`src/rtl/lb_window_gen.sv`:
```
// Builds a 2-row x WIN_W-column sliding stencil from the live pixel stream and the line-buffer delayed row.
// Latency 1 from an accepted pixel to win_valid/line_end; clk_en=0 freezes everything except config writes.
// No backpressure on the input streams; err checker built only with LB_WIN_ERR_CHECK_EN defined.
module lb_window_gen #(
  parameter int DW    = 16,
  parameter int WIN_W = 3
) (
  input  logic                    clk_in,
  input  logic                    reset,
  input  logic                    clk_en,
  input  logic                    config_en,
  input  logic [31:0]             config_addr,
  input  logic [31:0]             config_data,
  output logic [31:0]             read_data,
  input  logic                    flush,
  input  logic [DW-1:0]           cur_in,
  input  logic                    cur_valid,
  input  logic [DW-1:0]           prev_in,
  input  logic                    prev_valid,
  output logic [2*WIN_W*DW-1:0]   win_out,
  output logic                    win_valid,
  output logic                    line_end,
  output logic                    err
);

  localparam int          ROW_BITS  = WIN_W * DW;
  localparam logic [15:0] FIRST_COL = 16'(WIN_W - 1);

  typedef enum logic [1:0] {
    IDLE   = 2'd0,
    PRIME  = 2'd1,
    STREAM = 2'd2
  } state_t;

  state_t              state_q, state_d;
  logic [15:0]         w_q, w_d;
  logic                enable_q, enable_d;
  logic [ROW_BITS-1:0] row0_q, row0_d;
  logic [ROW_BITS-1:0] row1_q, row1_d;
  logic [15:0]         col_q, col_d;
  logic [15:0]         row_cnt_q, row_cnt_d;
  logic                win_valid_q, win_valid_d;
  logic                line_end_q, line_end_d;

  logic cfg_wr;
  logic adv;
  logic last_col;

  assign cfg_wr   = config_en && (config_addr[7:0] == 8'h00);
  // A pixel arriving together with flush is discarded.
  assign adv      = clk_en && enable_q && cur_valid && !flush && (state_q != IDLE);
  // W=0 makes W-1 = 16'hFFFF, so the column counter wraps naturally at 65536.
  assign last_col = (col_q == (w_q - 16'd1));

  always_comb begin
    state_d     = state_q;
    w_d         = w_q;
    enable_d    = enable_q;
    row0_d      = row0_q;
    row1_d      = row1_q;
    col_d       = col_q;
    row_cnt_d   = row_cnt_q;
    win_valid_d = win_valid_q;
    line_end_d  = line_end_q;

    if (clk_en) begin
      win_valid_d = 1'b0;
      line_end_d  = 1'b0;
      if (flush) begin
        row0_d    = '0;
        row1_d    = '0;
        col_d     = '0;
        row_cnt_d = '0;
        state_d   = enable_q ? PRIME : IDLE;
      end else begin
        case (state_q)
          IDLE:    if (enable_q) state_d = PRIME;
          PRIME:   if (adv && prev_valid) state_d = STREAM;
          STREAM:  state_d = STREAM;
          default: state_d = IDLE;
        endcase

        if (adv) begin
          // Newest column enters at the top; prev row shifts even when prev_valid is low.
          row0_d      = {prev_in, row0_q[ROW_BITS-1:DW]};
          row1_d      = {cur_in,  row1_q[ROW_BITS-1:DW]};
          // Only a full window of same-row columns with a valid upper row qualifies.
          win_valid_d = prev_valid && (col_q >= FIRST_COL);
          line_end_d  = last_col;
          if (last_col) begin
            col_d = '0;
            if (row_cnt_q != 16'hFFFF) row_cnt_d = row_cnt_q + 16'd1;
          end else begin
            col_d = col_q + 16'd1;
          end
        end
      end
    end

    // Config writes bypass clk_en and take precedence over the column advance.
    if (cfg_wr) begin
      w_d      = config_data[15:0];
      enable_d = config_data[16];
      col_d    = '0;
      if (!config_data[16]) state_d = IDLE;
    end
  end

  always_ff @(posedge clk_in) begin
    if (reset) begin
      state_q     <= IDLE;
      w_q         <= '0;
      enable_q    <= 1'b0;
      row0_q      <= '0;
      row1_q      <= '0;
      col_q       <= '0;
      row_cnt_q   <= '0;
      win_valid_q <= 1'b0;
      line_end_q  <= 1'b0;
    end else begin
      state_q     <= state_d;
      w_q         <= w_d;
      enable_q    <= enable_d;
      row0_q      <= row0_d;
      row1_q      <= row1_d;
      col_q       <= col_d;
      row_cnt_q   <= row_cnt_d;
      win_valid_q <= win_valid_d;
      line_end_q  <= line_end_d;
    end
  end

`ifdef LB_WIN_ERR_CHECK_EN
  logic err_q, err_d;

  // Upper row ahead of the live row, or upper row dropping out mid-stream.
  always_comb begin
    err_d = err_q;
    if (clk_en) begin
      if (flush) begin
        err_d = 1'b0;
      end else if ((enable_q && prev_valid && !cur_valid) ||
                   (adv && (state_q == STREAM) && !prev_valid)) begin
        err_d = 1'b1;
      end
    end
  end

  always_ff @(posedge clk_in) begin
    if (reset) begin
      err_q <= 1'b0;
    end else begin
      err_q <= err_d;
    end
  end

  assign err = err_q;
`else
  assign err = 1'b0;
`endif

  assign win_out   = {row1_q, row0_q};
  assign win_valid = win_valid_q;
  assign line_end  = line_end_q;
  assign read_data = {err, 14'b0, enable_q, w_q};

  logic unused_cfg_bits;
  assign unused_cfg_bits = ^{config_addr[31:8], config_data[31:17]};

endmodule

```
`config.mk`:
```
export PLATFORM = sky130hd
export DESIGN_NAME = lb_window_gen
export DESIGN_NICKNAME = d
export VERILOG_FILES = /design/src/rtl/lb_window_gen.sv
export SDC_FILE = /design/constraint.sdc
export NUM_CORES = 1
export LEC_CHECK = 0
export CAP_MARGIN = 20
export CORE_MARGIN = 2
export CORE_UTILIZATION = 46
export DETAILED_ROUTE_END_ITERATION = 8
export PLACE_DENSITY_LB_ADDON = 0.2
export SLEW_MARGIN = 20
export SYNTH_ARGS = -nofsm -noshare
export SYNTH_HDL_FRONTEND = slang
export SYNTH_SLANG_ARGS = --single-unit
```
`constraint.sdc`:
```
create_clock -name clk_in -period 7.65 [get_ports clk_in]
set_input_delay 1.53 -clock clk_in [delete_from_list [all_inputs] [get_ports clk_in]]
set_output_delay 1.53 -clock clk_in [all_outputs]
set_load 0.01 [all_outputs]
```
==> results.json <==
{
  "final_common_cell": "clkdlybuf4s50_1",
  "max-vdd-ir-drop_mv": 0.1468,
  "grt_use_total_pct": 23.07,
  "cap_violations": 0,
  "grt_pass1_wl_um": 24140,
  "hold_violations": 0,
  "wl_per_cell_um": 16.25,
  "first_pass_iters": 5,
  "post-route-period-util_pct": 53.69,
  "startpoint_type": "primary input",
  "cpPeakStageDelay_ps": 600,
  "clock-sinks": 133,
  "worst_slew_pin_slew_ps": 1074,
  "fp.dieH_um": 114.1,
  "dieWidth_um": 114.1,
  "root_buffer": "clkbuf_16",
  "synth_cell_types": 53,
  "power_density_nw_per_um2": 197.5,
  "insertion_delay_ps": 420,
  "routed_wl_um": 15020,
  "clkTransAtPathRegs_ps": 50,
  "fin_nets": 872,
  "crit_family": "buffers and inverters",
  "viasPerCell": 5.582,
  "path_cells": "clkdlybuf4s50_1 > o21bai_1 > nor2_4 > buf_4 > nand2_1 > o311ai_1 > o21a_1",
  "clock_skew_ps": 8.242,
  "fin_crit_ps": 4108,
  "first_global_vias": 4805,
  "drive_above_1_share_pct": 6.049,
  "status": "finished, final reports clean",
  "tns_ps": 0,
  "cp_slowest_cell": "clkdlybuf4s50_1",
  "antenna_found_initial": 0,
  "dieArea_um2": 13020,
  "area_growth_pct": 42.38,
  "pin_count": 234,
  "async_flop_share_pct": 0,
  "crit_required_ps": 8010,
  "gp_congestion": 0.8712,
  "ctsResizeCount": 0,
  "path_max_fanout": 54,
  "p_total_uw": 1568,
  "syn_area_um2": 5577,
  "slew_viol_final": 0,
  "port_buffers": 178,
  "worstSetupPathType": "primary input to register",
  "synth-seq-area-share_pct": 47.75,
  "fmax_mhz": 243.4,
  "hold_class": "register to register",
  "leakagePower_uw": 0.002957,
  "ctsHtreeMaxLevel": 4,
  "vias": 5158,
  "fin_cells": 924,
  "critPathCaptureType": "register",
  "dpl.cell_count": 892,
  "ctsHoldBuffers": 0,
  "cts_buffers": 17,
  "ys_warn_count": 0,
  "start_util_pct": 46.82,
  "coreArea_um2": 11910,
  "multi_input_area_um2": 2638,
  "syn-instance-count": 615,
  "ys_ff_latch": 133,
  "synthFlopType": "dfxtp_1",
  "critPathBufInv": 2,
  "grt.overflow.total": 0,
  "syn_area_per_cell_um2": 9.068,
  "most-common-layout-cells": "clkdlybuf4s50_1, dfxtp_1, nor2_1",
  "register_area_um2": 2663,
  "clockBufferDepth": 2,
  "ant_nets": 0,
  "fin_util_pct": 66.66,
  "grt_max_degree": 104,
  "rrSetupSlack_ps": 4110,
  "antenna_cells": 0,
  "synth-edff-count": 0,
  "row_count": 40,
  "place.detailed.hpwl_um": 9956,
  "drc": 0,
  "setup_viol": 0,
  "rsz0062_at_grt": "no",
  "slew_headroom_pct": 28.41,
  "cp.arrival_ps": 4460,
  "num-fill-cells": 986,
  "cts_setup_buffers": 0,
  "cts_tree": "built",
  "drtIter0Drc": 345
}
registers in the layout, summed over array words and instances (netlist names):
name       count
col_q         16
line_end       1
row0_q        48
enable_q       1
state_q        2
win_valid      1
row1_q        48
w_q           16
synthesized netlist by cell type, types with 6 or more instances:
cell / instances / area, um^2
nand3_1: 11 / 55.05
xnor2_1: 15 / 131.4
a22oi_1: 100 / 750.7
xor2_1: 8 / 70.07
mux2i_1: 19 / 190.2
o31ai_1: 6 / 45.04
nor4_1: 12 / 75.07
nand2_1: 24 / 90.09
a21o_1: 6 / 45.04
dfxtp_1: 133 / 2663
or3_1: 6 / 37.54
buf_4: 17 / 127.6
clkbuf_1: 42 / 157.7
nor3_1: 7 / 35.03
nor2_1: 130 / 488.0
final cells by class:
cell class	instances	area share, %
sequential	133	33.53
clock buffer	23	6.272
multi-input combinational	425	33.22
timing repair buffer	184	23.23
clock inverter	7	1.198
tap	147	2.316
inverter	5	0.2364
path summary, 6_finish.rpt:
check	from	end	cells after the start
setup / recovery	flush	col_q[15]$_SDFFE_PP0P_	7
hold / removal	row1_q[12]$_SDFFE_PP0P_	row1_q[12]$_SDFFE_PP0P_	2
setup reg to reg	w_q[0]$_SDFFE_PP0P_	col_q[13]$_SDFFE_PP0P_	10
hold reg to reg	row1_q[12]$_SDFFE_PP0P_	row1_q[12]$_SDFFE_PP0P_	2
per-stage QoR:
| step | cell area, um^2 | setup WS, ps | hold WS [ps] |
|---|---|---|---|
| final | 7940 | 3542 | 491.6 |
| after global routing | 7940 | 3315 | 524.4 |
| after CTS | 7905 | 3129 | 500.2 |
| after detailed placement | 7312 | 2704 | 483.5 |
| after global placement | 7312 | 2832 | 477.7 |
| after floorplan | 5633 | 4557 | 490.6 |
worst min-delay path: cells and delay by family, from the launching register on:
kind               cells  cell delay, ps
and+or+nand+nor        1              70
DFF                    1             320
AOI/OAI and AO/OA      1              60
report_power, final:
| part | switching (uW) | leakage, uW | internal (uW) |
|---|---|---|---|
| Combinational | 31.9 | 0.00160 | 32.3 |
| Clock | 291 | 0.000292 | 520 |
| Sequential | 0.209 | 0.00107 | 693 |
cell families (layout without fill, tap and decap cells):
family	Yosys count	count (layout)	synth area share, %
flops	133	133	47.75
mux	21	21	3.814
other cells	1	16	0.06725
simple gates	216	216	17.41
fa+ha+maj	3	3	0.6732
compound gates	146	146	20.37
buf+inv	72	219	6.305
xor+xnor	23	23	3.612
metal layers:
layer | GRT usage (%) | part of all wire [%] | vias up
li1 | - | - | 2468
met5 | 0 | 0 | -
met4 | 8.130 | 1.7 | 0
met2 | 36.59 | 49 | 179
met1 | 28.76 | 41 | 2492
met3 | 8.841 | 8.0 | 19
Power figures use the tool's default switching activity.
